--- src/rtl/trace_frame_tx.sv ---
// trace_frame_tx
// Consumer end of the trace path. Finished trace records are buffered in a
// small FIFO and sent to the host link as byte-framed packets:
//    header, seq, payload byte 0..N-1 (little-endian), chk
// where chk is the XOR of seq and all payload bytes. The trace unit cannot be
// stalled, so a record that finds the FIFO full is dropped and counted, and
// the next frame carries LOSS_BYTE as its header instead of SYNC_BYTE.
//
// Ports:
//    clk            single clock, rising edge
//    rst            asynchronous reset, active low
//    trace_valid_i  one-cycle strobe, trace_data_i holds a new record
//    trace_data_i   packed trace record
//    tx_valid_o     tx_data_o holds a frame byte
//    tx_data_o      frame byte
//    tx_last_o      high on the checksum byte (last byte of a frame)
//    tx_ready_i     byte accepted when tx_valid_o && tx_ready_i
//    fifo_level_o   registered FIFO occupancy
//    drop_count_o   dropped records since reset, saturating
//
// state | meaning
// IDLE  | nothing to send; pops the FIFO head as soon as it is non-empty
// HDR   | presenting the header byte (sync or loss)
// SEQ   | presenting the sequence number
// PAY   | presenting payload bytes 0..N-1 from the shift register
// CHK   | presenting the checksum; pops the next record directly if present

module trace_frame_tx #(
   parameter int          TRACE_WIDTH  = 128,
   parameter int          BUFFER_DEPTH = 8,
   parameter logic [7:0]  SYNC_BYTE    = 8'hA5,
   parameter logic [7:0]  LOSS_BYTE    = 8'hA6
) (
   input  logic                            clk,
   input  logic                            rst,
   input  logic                            trace_valid_i,
   input  logic [TRACE_WIDTH-1:0]          trace_data_i,
   output logic                            tx_valid_o,
   output logic [7:0]                      tx_data_o,
   output logic                            tx_last_o,
   input  logic                            tx_ready_i,
   output logic [$clog2(BUFFER_DEPTH):0]   fifo_level_o,
   output logic [15:0]                     drop_count_o
);

   localparam int NB = TRACE_WIDTH / 8;
   localparam int AW = $clog2(BUFFER_DEPTH);
   localparam int CW = (NB > 1) ? $clog2(NB) : 1;
   localparam logic [CW-1:0] LAST_BYTE = CW'(NB - 1);
   localparam logic [AW:0]   DEPTH     = (AW+1)'(BUFFER_DEPTH);

   typedef enum logic [2:0] {IDLE, HDR, SEQ, PAY, CHK} state_t;

   state_t                 state_q, state_d;
   logic [TRACE_WIDTH-1:0] mem [BUFFER_DEPTH];
   logic [AW-1:0]          wr_ptr_q, rd_ptr_q;
   logic [AW:0]            count_q;
   logic [TRACE_WIDTH-1:0] shift_q;
   logic [7:0]             hdr_q, seq_q, chk_q;
   logic [CW-1:0]          byte_cnt_q;
   logic                   loss_q;
   logic                   pop, push, drop, hs, empty, full;

   assign empty = (count_q == '0);
   assign full  = (count_q == DEPTH);
   assign hs    = tx_valid_o && tx_ready_i;

   // A full FIFO still accepts a record when its head leaves in the same cycle.
   assign push  = trace_valid_i && (!full || pop);
   assign drop  = trace_valid_i && !push;

   assign fifo_level_o = count_q;

   always_comb begin
      state_d    = state_q;
      pop        = 1'b0;
      tx_valid_o = 1'b0;
      tx_last_o  = 1'b0;
      tx_data_o  = 8'h00;
      case (state_q)
         IDLE: begin
            if (!empty) begin
               pop     = 1'b1;
               state_d = HDR;
            end
         end
         HDR: begin
            tx_valid_o = 1'b1;
            tx_data_o  = hdr_q;
            if (hs) state_d = SEQ;
         end
         SEQ: begin
            tx_valid_o = 1'b1;
            tx_data_o  = seq_q;
            if (hs) state_d = PAY;
         end
         PAY: begin
            tx_valid_o = 1'b1;
            tx_data_o  = shift_q[7:0];
            if (hs && byte_cnt_q == LAST_BYTE) state_d = CHK;
         end
         CHK: begin
            tx_valid_o = 1'b1;
            tx_last_o  = 1'b1;
            tx_data_o  = chk_q;
            if (hs) begin
               if (!empty) begin
                  pop     = 1'b1;
                  state_d = HDR;
               end else begin
                  state_d = IDLE;
               end
            end
         end
         default: state_d = IDLE;
      endcase
   end

   always_ff @(posedge clk or negedge rst) begin
      if (!rst) state_q <= IDLE;
      else      state_q <= state_d;
   end

   // Storage needs no reset; occupancy and pointers define what is valid.
   always_ff @(posedge clk) begin
      if (push) mem[wr_ptr_q] <= trace_data_i;
   end

   always_ff @(posedge clk or negedge rst) begin
      if (!rst) begin
         wr_ptr_q     <= '0;
         rd_ptr_q     <= '0;
         count_q      <= '0;
         loss_q       <= 1'b0;
         drop_count_o <= 16'h0000;
      end else begin
         if (push) wr_ptr_q <= wr_ptr_q + AW'(1);
         if (pop)  rd_ptr_q <= rd_ptr_q + AW'(1);
         case ({push, pop})
            2'b10:   count_q <= count_q + (AW+1)'(1);
            2'b01:   count_q <= count_q - (AW+1)'(1);
            default: count_q <= count_q;
         endcase
         // A drop in the pop cycle keeps the flag for the following frame.
         if (drop)     loss_q <= 1'b1;
         else if (pop) loss_q <= 1'b0;
         if (drop && drop_count_o != 16'hFFFF) drop_count_o <= drop_count_o + 16'd1;
      end
   end

   always_ff @(posedge clk or negedge rst) begin
      if (!rst) begin
         shift_q    <= '0;
         hdr_q      <= 8'h00;
         seq_q      <= 8'h00;
         chk_q      <= 8'h00;
         byte_cnt_q <= '0;
      end else begin
         if (state_q == CHK && hs) seq_q <= seq_q + 8'd1;
         if (pop) begin
            shift_q    <= mem[rd_ptr_q];
            hdr_q      <= loss_q ? LOSS_BYTE : SYNC_BYTE;
            chk_q      <= 8'h00;
            byte_cnt_q <= '0;
         end else if (hs) begin
            if (state_q == SEQ) chk_q <= chk_q ^ seq_q;
            if (state_q == PAY) begin
               chk_q      <= chk_q ^ shift_q[7:0];
               shift_q    <= shift_q >> 8;
               byte_cnt_q <= byte_cnt_q + CW'(1);
            end
         end
      end
   end

endmodule

--- config.mk ---
export PLATFORM = sky130hd
export DESIGN_NAME = trace_frame_tx
export DESIGN_NICKNAME = d
export VERILOG_FILES = /design/src/rtl/trace_frame_tx.sv
export SDC_FILE = /design/constraint.sdc
export NUM_CORES = 1
export LEC_CHECK = 0
export CELL_PAD_IN_SITES_DETAIL_PLACEMENT = 0
export CELL_PAD_IN_SITES_GLOBAL_PLACEMENT = 1
export CORE_ASPECT_RATIO = 1.2
export CORE_UTILIZATION = 45
export CTS_BUF_LIST = sky130_fd_sc_hd__clkbuf_2 sky130_fd_sc_hd__clkbuf_4 sky130_fd_sc_hd__clkbuf_8
export DETAILED_ROUTE_END_ITERATION = 16
export HOLD_SLACK_MARGIN = 0.02
export PLACE_DENSITY_LB_ADDON = 0.1
export RECOVER_POWER = 100
export SKIP_LAST_GASP = 1
export SYNTH_ARGS = -nofsm -noshare
export SYNTH_HDL_FRONTEND = slang
export SYNTH_SLANG_ARGS = --single-unit
--- constraint.sdc ---
create_clock -name clk -period 14.35 [get_ports clk]
set_input_delay 2.1525 -clock clk [delete_from_list [all_inputs] [get_ports clk]]
set_output_delay 2.1525 -clock clk [all_outputs]
set_load 0.03 [all_outputs]
# Word-level counts from Yosys, hierarchy flattened
# Memory sizes are Yosys's and may differ from the RTL's.
# Index checks and enable logic that the tools add are counted.
[totals]
n_memories = 1
word_cells = 84
ramBits = 1024
input_bits = 132
output_inout_bits = 30
register_bits = 186
[mem_list]
columns = ["memory", "depth", "word_bits", "read_ports", "rd_clocked_by_memory_dff", "write_ports", "line_no", "rtl"]
rows = [
  ["mem", 8, 128, 1, 0, 1, "55", "logic [TRACE_WIDTH-1:0] mem [BUFFER_DEPTH];"],
]
[classes]
eq_ne = 14
mux = 29
bitwise_logic = 2
n_reduce_logical = 20
n_addsub = 7
[ops]
columns = ["op", "n"]
rows = [
  ["128-bit 2-to-1 mux", 3],
  ["8-bit 2-to-1 mux", 4],
  ["8-bit case mux with 4 select lines", 1],
  ["16-bit by 1-bit adder with 16-bit output (second input constant)", 1],
  ["16-bit inequality test (second input constant)", 1],
  ["8-bit bitwise XOR", 2],
  ["3-bit 2-to-1 mux", 5],
  ["3-bit case mux with 5 select lines", 1],
  ["4-bit 2-to-1 mux", 3],
  ["2-bit inequality test (second input constant)", 5],
  ["1-bit 2-to-1 mux", 9],
  ["4-bit by 1-bit adder with 4-bit output (second input constant)", 2],
  ["8-bit by 1-bit adder with 8-bit output (second input constant)", 1],
  ["4-bit == test (second input constant)", 2],
  ["4-bit case mux with 2 select lines", 1],
  ["2-bit nonzero test", 4],
  ["3-bit by 1-bit adder with 3-bit output (second input constant)", 2],
  ["3-bit by 2-bit == test with 1-bit output (second input constant)", 2],
  ["1-bit logical AND", 6],
  ["5-bit AND reduction", 1],
  ["4-bit logical NOT", 1],
  ["2-bit AND reduction", 2],
  ["4-bit OR reduction", 1],
  ["4-bit by 1-bit subtractor with 4-bit output (second input constant)", 1],
  ["10 further kinds", 11],
]

# Logic depth before layout (Yosys ltp)
# Gate-level depths: netlist of the first run.
[depth]
word_depth = 11
ltp_mapped = 10
depth_no_buf = 9

# Worst setup path after synthesis of the first run
# Ideal clock, no wire load.
[synth_timing]
path_type = "input -> register"
start = "input port tx_ready_i"
end = "memory mem[0][0], enable pin"
slack_ps = -1521
setup_ps = 928
arrival_ps = 14943
required_ps = 13422
stages = 6
path_buffers = 2
cell_sequence = "nand2b_1 and3_1 buf_2 buf_2 o21ai_2 nor4_1"
[synth_between]
elab_chain_cells = 7
[synth_rtl]
columns = ["item", "line_no", "rtl"]
rows = [
  ["start: declaration", "41", "input logic tx_ready_i,"],
  ["1-bit logical AND", "66", "assign hs = tx_valid_o && tx_ready_i;"],
  ["1-bit 2-to-1 mux", "106", "if (hs) begin"],
  ["1-bit case mux with 2 select lines", "80", "case (state_q)"],
  ["1-bit logical OR", "69", "assign push = trace_valid_i && (!full || pop);"],
  ["1-bit logical AND", "69", ""],
  ["1-bit 2-to-1 mux", "126", "if (push) mem[wr_ptr_q] <= trace_data_i;"],
  ["1-bit 2-to-1 mux (not written as such)", "126", ""],
  ["end: declaration", "55", ""],
]
# No other way between the ends.

# Worst setup path after layout of the first run
[layout_timing]
start = "input port tx_ready_i"
end = "memory mem[5][125], enable pin"
# The elaborated chain is that of the path after synthesis.

==> flow_summary.yaml, run 1 <==
finish:
  syn2layout_area_growth_pct: 14.8
  final-seq-area_mm2: 0.0353
  final_cells: 4021
  post-route-util: 0.521
  final_common_cell: "edfxtp_1"
  final_cell_mix: "1,024 x edfxtp_1, 256 x mux4_2, 204 x clkbuf_8"
  drive_above_1_share: 0.224
  nets: 2628
  multi_input_area_mm2: 0.0102
  n_fill_cell: 8115
  finalInstanceArea_mm2: 0.0528
critical_path:
  cp.arrival_ns: 9.33
  required_ns: 14.68
  worstSetupPathType: "in -> reg"
  startpoint_type: "input pin"
  critPathCaptureType: "register"
  crit_fanout: 43
synth:
  ys_seq_elements: 1205
  syn_nets: 2362
  synth_warnings: 0
  synthAdderAreaFrac: 0.00234
  synth_ff_type: "edfxtp_1"
  syn_avg_cell_area_um2: 20.7
  yosysUniqueCellTypes: 44
  synth_compound_area_frac: 0.0402
  synthArstFlopShare: 0.150
  synth_area_mm2: 0.0460
  synth_xor_xnor_area_share: 0.00628
  muxShareOfSynthArea: 0.154
  yosysSeqAreaShare: 0.767
  syn_inst: 2222
  synth_top_family_by_area: "multiplexers"
  synth-edff-count: 1024
  synthSimpleGateAreaFrac: 0.0174
global_routing:
  grt_pass1_vias: 24200
  grt_overflow: 0
  antenna_found_initial: 21
  gr-usage-all-layers: 0.203
  grt_pass1_wl_um: 155000
  grt_max_degree: 157
clocking:
  cts_resized: 0
  clk_latency_ns: 0.83
  clk_path_buf_depth: 3
  htreeDepth: 4
  cts_setup_buffers: 0
  cts_tree: "done"
  clk_pin_slew_ns: 0.06
  clock-sinks: 1205
  ctsHoldBuffers: 0
  root_buffer: "clkbuf_8"
  cts_buffers: 186
power_and_ir_drop:
  power.leakage_nw: 17.6
  p_total_mw: 10.2
  powerDensity_mw_per_mm2: 192
  peakVddDrop_mv: 0.152
drt:
  drc_errors: 0
  vias_per_cell: 5.56
  routedWlPerCell_um: 25.4
  drt.antenna.violating_nets: 0
  firstDrtPassIters: 5
  finalWirelength_um: 102000
  vias: 22300
  drt-initial-drc-count: 1465
outcome:
  violations: "capacitance limit, slew limit"
  run_status: "finished with violations"
place:
  dp.cells: 3665
  placedInstanceArea_mm2: 0.0492
  post-dp-hpwl_um: 55600
  io_buffers: 161
  dp_worst_setup_slack_ns: 8.30
  gp_congestion: 0.748
sta:
  worst_pin_slew_ns: 5.07
  fmax_mhz: 111
  holdWs_ns: 0.455
  setup_viol: 0
  tns_ns: 0
  finalCritPeriodShare: 0.627
  finalMaxSlewViolations: 1352
  hold_viol: 0
  worst_slack_ns: 5.35
  maxSlewHeadroom: -2.38
  rsz0062_at_grt: "no"
  post-route-min-period_ns: 9.00
  fin_skew_ns: 0.0401
min_path:
  hold_class: "reg -> reg"
die:
  start_util: 0.454
  core_mm2: 0.101
  dieHeight_um: 352
  pin_count: 162
  num_rows: 128
  die_x_um: 294
  dieArea_mm2: 0.104
job:
  cap_violations: 31
-- where the power goes --
group          switching [mW]  internal (mW)
clock                    1.32           1.55
sequential              0.321           4.49
combinational            1.38           1.11
-- area by class of cell --
class                   count  share of cell area
clock buffers             266              0.0620
diodes                      8            0.000379
flip-flops and latches   1205               0.668
multi-input cells         884               0.192
clock inverters            82             0.00971
repair buffers            205              0.0350
inverters                   6            0.000426
well taps                1365              0.0323
-- sequential cells by signal, summed over array words and instances, names as in the netlist --
signal        flops
seq_q             8
shift_q         128
hdr_q             3
mem            1024
drop_count_o     16
byte_cnt_q        4
loss_q            1
fifo_level_o      4
rd_ptr_q          3
wr_ptr_q          3
state_q           3
chk_q             8
-- cells in the mapped netlist (7+ instances only) --
library cell	n	area, um^2
nor2_1	11	41.3
or3_1	8	50.1
nand4_1	8	50.1
clkbuf_1	65	244
a21oi_1	16	80.1
and3_1	7	43.8
buf_2	36	180
a211oi_1	15	113
nand2_1	71	267
xnor2_1	27	236
dfrtp_1	181	4530
o21ai_0	95	475
mux2i_1	126	1260
mux2_2	7	78.8
nor2b_1	16	100
a22oi_1	108	811
a31oi_1	15	93.8
mux4_2	256	5770
edfxtp_1	1024	30700
buf_4	8	60.1
ha_1	7	87.6
nand3_1	12	60.1
o21ai_1	37	185
buf_1	17	63.8
-- layer usage --
layer  vias to the layer above  part of all wire  GRT usage
met5                         -           0.00064          0
met4                        10             0.021     0.0618
met3                       164             0.046     0.0407
met2                       508              0.52      0.344
met1                     11900              0.42      0.265
li1                       9752                 -          -
-- worst max-delay path: stages --
cell,delay (ns)
dlygate4sd3_1,0.77
nand2b_1,0.22
and3_1,0.18
clkbuf_1,0.98
o21a_1,0.30
nand2_1,0.13
nor2_1,0.19
clkbuf_1,1.87
clkbuf_1,2.46
-- cells by family (layout without fill, tap and decap cells) --
family,Yosys count,count (layout)
muxes,389,389
DFF,1205,1205
and+or+nand+nor,159,159
AOI/OAI and AO/OA,295,295
buffers and inverters,133,559
adders and majority gates,8,8
other,0,8
xor gates and xnor gates,33,33
-- final timing paths --
path	from	endpoint	slack (ns)	cells past startpoint
worst max-delay path	tx_ready_i	mem[5][125]	5.35	9
worst min-delay path	hdr_q[5]	hdr_q[5]	0.46	1
worst max register to register	state_q[0]	mem[5][125]	6.48	8
worst min register to register	hdr_q[5]	hdr_q[5]	0.46	1
max in group asynchronous	rst	rd_ptr_q[1]	5.88	2
min in group asynchronous	rst	drop_count_o[15]	3.16	1
Power figures use the tool's default switching activity.
==> run 2: changes to the inputs <==
clock period = 8.4 ns   (was 14.35 ns; I/O delays follow)
==> run 2 against run 1 <==
The flow still finishes with violations (capacitance limit, slew limit). Register-to-register slack worse by 4.0 ns. Combinational power increased by 68%. Die area unchanged. Via count hardly changed. Largest cell class unchanged. Setup slack lost 3.1 ns. Highest routed layer unchanged. Sequential cell count stayed put. First-iteration DRC count shrank 11%. Largest power group unchanged. Sequential share of layout area about the same. Core utilization about the same. Cell count decreased by 0.15%.
==> flow_summary.yaml, run 2 (same netlist as run 1, synthesis figures left out) <==
finish:
  syn2layout_area_growth_pct: 14.8
  final_common_cell: "edfxtp_1"
  n_fill_cell: 8118
  nets: 2627
  finalInstanceArea_mm2: 0.0528
  final-seq-area_mm2: 0.0353
  reg.largest.list: "mem (1024), shift_q (128), drop_count_o (16)"
  drive_above_1_share: 0.233
  final_cell_mix: "1,024 x edfxtp_1, 256 x mux4_2, 208 x clkbuf_8"
  multi_input_area_mm2: 0.0101
  largest_reg_flops: 1024
  post-route-util: 0.521
  final_cells: 4015
  top_register: "mem"
global_routing:
  grt_max_degree: 106
  antenna_found_initial: 25
  grt_pass1_vias: 24000
  grt_pass1_wl_um: 152000
  grt_overflow: 0
  gr-usage-all-layers: 0.200
sta:
  tns_ns: 0
  hold_viol: 0
  setup_viol: 0
  worst_pin_slew_ns: 4.72
  post-route-min-period_ns: 6.18
  worst_slack_ns: 2.22
  maxSlewHeadroom: -2.15
  rsz0062_at_grt: "no"
  fmax_mhz: 162
  finalMaxSlewViolations: 1046
  fin_skew_ns: 0.0299
  holdWs_ns: 0.446
  finalCritPeriodShare: 0.736
critical_path:
  startpoint_type: "input pin"
  critPathCaptureType: "register"
  reg2reg_slack_ns: 2.51
  crit_family: "buffers and inverters"
  worstSetupPathType: "in -> reg"
  cp_common_cell: "clkbuf_1"
  slowest_delay_ns: 2.53
  cp_num_buf_inv: 3
  slowest_stage: "clkbuf_1"
  crit_fanout: 49
  worstPathCellList: "dlygate4sd3_1, nand2b_1, and3_1, clkbuf_1, o21a_1, nand2_1, nor2_1, clkbuf_1"
  cp.arrival_ns: 6.54
  required_ns: 8.76
die:
  pin_count: 162
  die_x_um: 294
  dieHeight_um: 352
  num_rows: 128
  dieArea_mm2: 0.104
  start_util: 0.454
  core_mm2: 0.101
clocking:
  clk_path_buf_depth: 3
  cts_setup_buffers: 0
  ctsHoldBuffers: 0
  htreeDepth: 4
  cts_resized: 0
  clk_latency_ns: 0.85
  clk_pin_slew_ns: 0.06
  root_buffer: "clkbuf_8"
  clock-sinks: 1205
  cts_tree: "done"
  cts_buffers: 187
drt:
  drt.antenna.violating_nets: 0
  vias: 22300
  finalWirelength_um: 101000
  vias_per_cell: 5.56
  firstDrtPassIters: 5
  routedWlPerCell_um: 25.2
  drt-initial-drc-count: 1300
  drc_errors: 0
min_path:
  hold_class: "reg -> reg"
power_and_ir_drop:
  peakVddDrop_mv: 0.260
  p_total_mw: 17.3
  power.leakage_nw: 17.6
  powerDensity_mw_per_mm2: 327
place:
  placedInstanceArea_mm2: 0.0492
  post-dp-hpwl_um: 54700
  dp_worst_setup_slack_ns: 3.18
  dp.cells: 3663
  gp_congestion: 0.728
  io_buffers: 161
outcome:
  violations: "capacitance limit, slew limit"
  run_status: "finished with violations"
job:
  cap_violations: 22
run 2: changes by cell type in the layout (fill, tap and decap cells not counted), sizes merged:
cell / before / now
clkinv: 66 / 49
buf: 14 / 24
clkbuf: 297 / 305
inv: 15 / 9
bufinv: 4 / 1
clkinvlp: 3 / 5
run 2: final cells by class:
type                            instances  share of cell area
Antenna cell                            8            0.000379
Clock buffer                          286              0.0653
Clock inverter                         58             0.00571
Inverter                                6            0.000426
Multi-Input combinational cell        884               0.192
Sequential cell                      1205               0.668
Tap cell                             1365              0.0323
Timing Repair Buffer                  203              0.0360
run 2: final timing paths:
check | from | end | cells after the start
hold / removal | loss_q | hdr_q[0] | 1
min in group asynchronous | rst | drop_count_o[14] | 1
max in group asynchronous | rst | rd_ptr_q[2] | 1
setup reg to reg | state_q[0] | mem[7][83] | 7
hold reg to reg | loss_q | hdr_q[0] | 1
setup / recovery | tx_ready_i | mem[7][83] | 8
run 2: layer usage:
metal  routed length, um  share of wire  GRT usage  vias to the layer above
li1                    -              -          -                     9720
met1               42300           0.42      0.268                    11900
met2               50800           0.50      0.328                      546
met3                5290          0.052     0.0441                      206
met4                2560          0.025     0.0638                       12
met5                  74        0.00073          0                        -
run 2: worst register-to-register path: stages (launching register included):
cell      delay, ns
dfrtp_1        0.62
nor2_1         0.43
and3_1         0.22
clkbuf_1       0.88
o21a_1         0.32
nand2_1        0.13
nor2_1         0.20
clkbuf_1       2.53
run 2: power by group:
part	leakage (nW)	internal, mW	switching [mW]	total (mW)
clock network	2.00	2.64	2.21	4.85
registers	11.7	7.62	0.616	8.24
logic	3.96	1.89	2.28	4.18
==> RTL change: new RTL, flow settings as in run 1 <==
The parameter `BUFFER_DEPTH` goes from 8 to 16.
--- a/src/rtl/trace_frame_tx.sv
+++ b/src/rtl/trace_frame_tx.sv
@@ -28,5 +28,5 @@
 module trace_frame_tx #(
    parameter int          TRACE_WIDTH  = 128,
-   parameter int          BUFFER_DEPTH = 8,
+   parameter int          BUFFER_DEPTH = 16,
    parameter logic [7:0]  SYNC_BYTE    = 8'hA5,
    parameter logic [7:0]  LOSS_BYTE    = 8'hA6
Ports: changed (resized fifo_level_o); port bits go from 162 to 163. No check against the original RTL was run, so the function may have changed too.
==> RTL change against run 1 <==
The flow still finishes with violations (capacitance limit, slew limit). Routed wire length rose by 110%. Critical path depth decreased by 1. Sequential cell count increased by 1027. Count of clock-buffer cells in the layout grew 274. Synthesized area is 86% higher. Core utilization shrank 0.71 points. Setup slack got worse by 750 ps. Design area up 84%. Power up 72%. Register-to-register slack got worse by 610 ps. Largest power group unchanged.
==> RTL change: results (changes against run 1) <==
| Metric | Value |
|---|---|
| Routability cong. | `0.734 (-1.8%)` |
| VDD IR max | `169 uV (+11%)` |
| Top post-synthesis cells by area | `edfxtp_1 72%, mux4_2 13%, dfrtp_1 5.4%` |
| Compound-cell area share of the yosys netlist | `0.0193 (-0.0208)` |
| Antenna violations before repair | `47 (+120%)` |
| First-pass GRT wire length | `316 mm (+100%)` |
| LEAKAGE | `31.2 nW (+77%)` |
| Post-synthesis mux area share | `0.166 (+0.0120)` |
| Failing checks | `capacitance limit, slew limit` |
| Pins Over Slew Limit | `1,937 (+43%)` |
| Largest net degree at the start of global routing | `133 (-15%)` |
| Post-synthesis xor/xnor area fraction | `0.00429 (-0.00199)` |
| Post-placement setup slack | `7010 ps (-1290 ps)` |
| CP peak stage delay | `2990 ps (+530 ps)` |
| Max cap viols | `48 (+55%)` |
| Area after DPL | `0.0903 mm^2 (+83%)` |
| Vias post-DR | `41,300 (+85%)` |
| Port bufs | `162 (+0.62%)` |
| DR iter-0 viols | `3,279 (+120%)` |
| Htree depth | `5 (+1)` |
| Post-DP HPWL | `115 mm (+110%)` |
| Layout cells sized above 1 | `0.280 (+0.0560)` |
| GRT Util Overall | `0.229 (+0.0256)` |
| Synth top cells by count | `2,048 x edfxtp_1, 511 x mux4_2, 184 x dfrtp_1` |
| Outcome | `complete, but fails checks` |
| CP arrival | `10,280 ps (+950 ps)` |
| Worst slew margin | `-2.15 (+0.226)` |
| Biggest regs | `mem: 2048 flops, shift_q: 128 flops, drop_count_o: 16 flops` |
| Ys async rst share | `0.0824 (-0.0678)` |
| Vias in the first global route | `43,600 (+80%)` |
| Seq/Total Area, Yosys | `0.771 (+0.00474)` |
| Worst-Skew Late Latency | `1060 ps (+230 ps)` |
| Synth Net Count | `4,108 (+74%)` |
| Routed wire length | `217 mm (+110%)` |
| Crit-path slowest cell | `clkbuf_1` |
| Post-synthesis adder-cell area fraction | `0.00184 (-0.000499)` |
| Clock Path Buffers | `4 (+1)` |
| Net Sw Frac | `0.277 (-0.0203)` |
| EDFF count, synth | `2,048 (+100%)` |
| Clk_skew | `85.1 ps (+44.9 ps)` |
==> RTL change: power by group through the flow <==
stage	registers, mW	logic [mW]	clock network, mW
3_5_place_dp	8.44	3.69	0
4_1_cts	8.31	3.70	5.72
5_1_grt	8.41	3.84	6.00
6_report	8.34	3.56	5.57
2_1_floorplan	8.35	2.56	0
3_3_place_gp	8.42	3.68	0
==> RTL change: critical path: cells and delay by family <==
family                 cells  cell delay [ps]
and+or+nand+nor            4             1720
buffers and inverters      3             5830
AOI/OAI and AO/OA          1              460
==> RTL change: path summary, 6_finish.rpt <==
kind	depth (start not counted)	endpoint	slack (ps)	from
worst max-delay path	8	mem[15][26]	4600	tx_ready_i
min in group asynchronous	1	state_q[0]	2710	rst
max in group asynchronous	1	shift_q[8]	9090	rst
worst min-delay path	1	hdr_q[0]	480	loss_q
worst max register to register	6	mem[15][26]	5870	state_q[0]
worst min register to register	1	hdr_q[0]	480	loss_q
==> RTL change: per-stage QoR <==
step	instances	utilization	power, mW
2_1_floorplan	3964	-	10.9
3_3_place_gp	6452	0.477	12.1
3_5_place_dp	6452	0.477	12.1
4_1_cts	7098	0.516	17.7
5_1_grt	7100	0.514	18.2
6_report	7109	0.514	17.5
==> RTL change: final cells by class <==
type                       count  area (um^2)  share of cell area
antenna                       11         27.5            0.000283
clock buffer                 540         6620              0.0680
clock inverter               106          721             0.00740
inverter                       8         30.0            0.000308
multi-input combinational   1496        18600               0.191
sequential                  2232        66100               0.679
tap                         2478         3100              0.0318
timing repair buffer         238         2160              0.0222
==> RTL change: per-layer routing <==
layer | up-vias | share of wire | GRT usage
li1 | 17300 | - | -
met2 | 1212 | 0.52 | 0.398
met4 | 22 | 0.023 | 0.0640
met5 | - | 0.00064 | 0
met3 | 376 | 0.054 | 0.0433
met1 | 22400 | 0.40 | 0.294
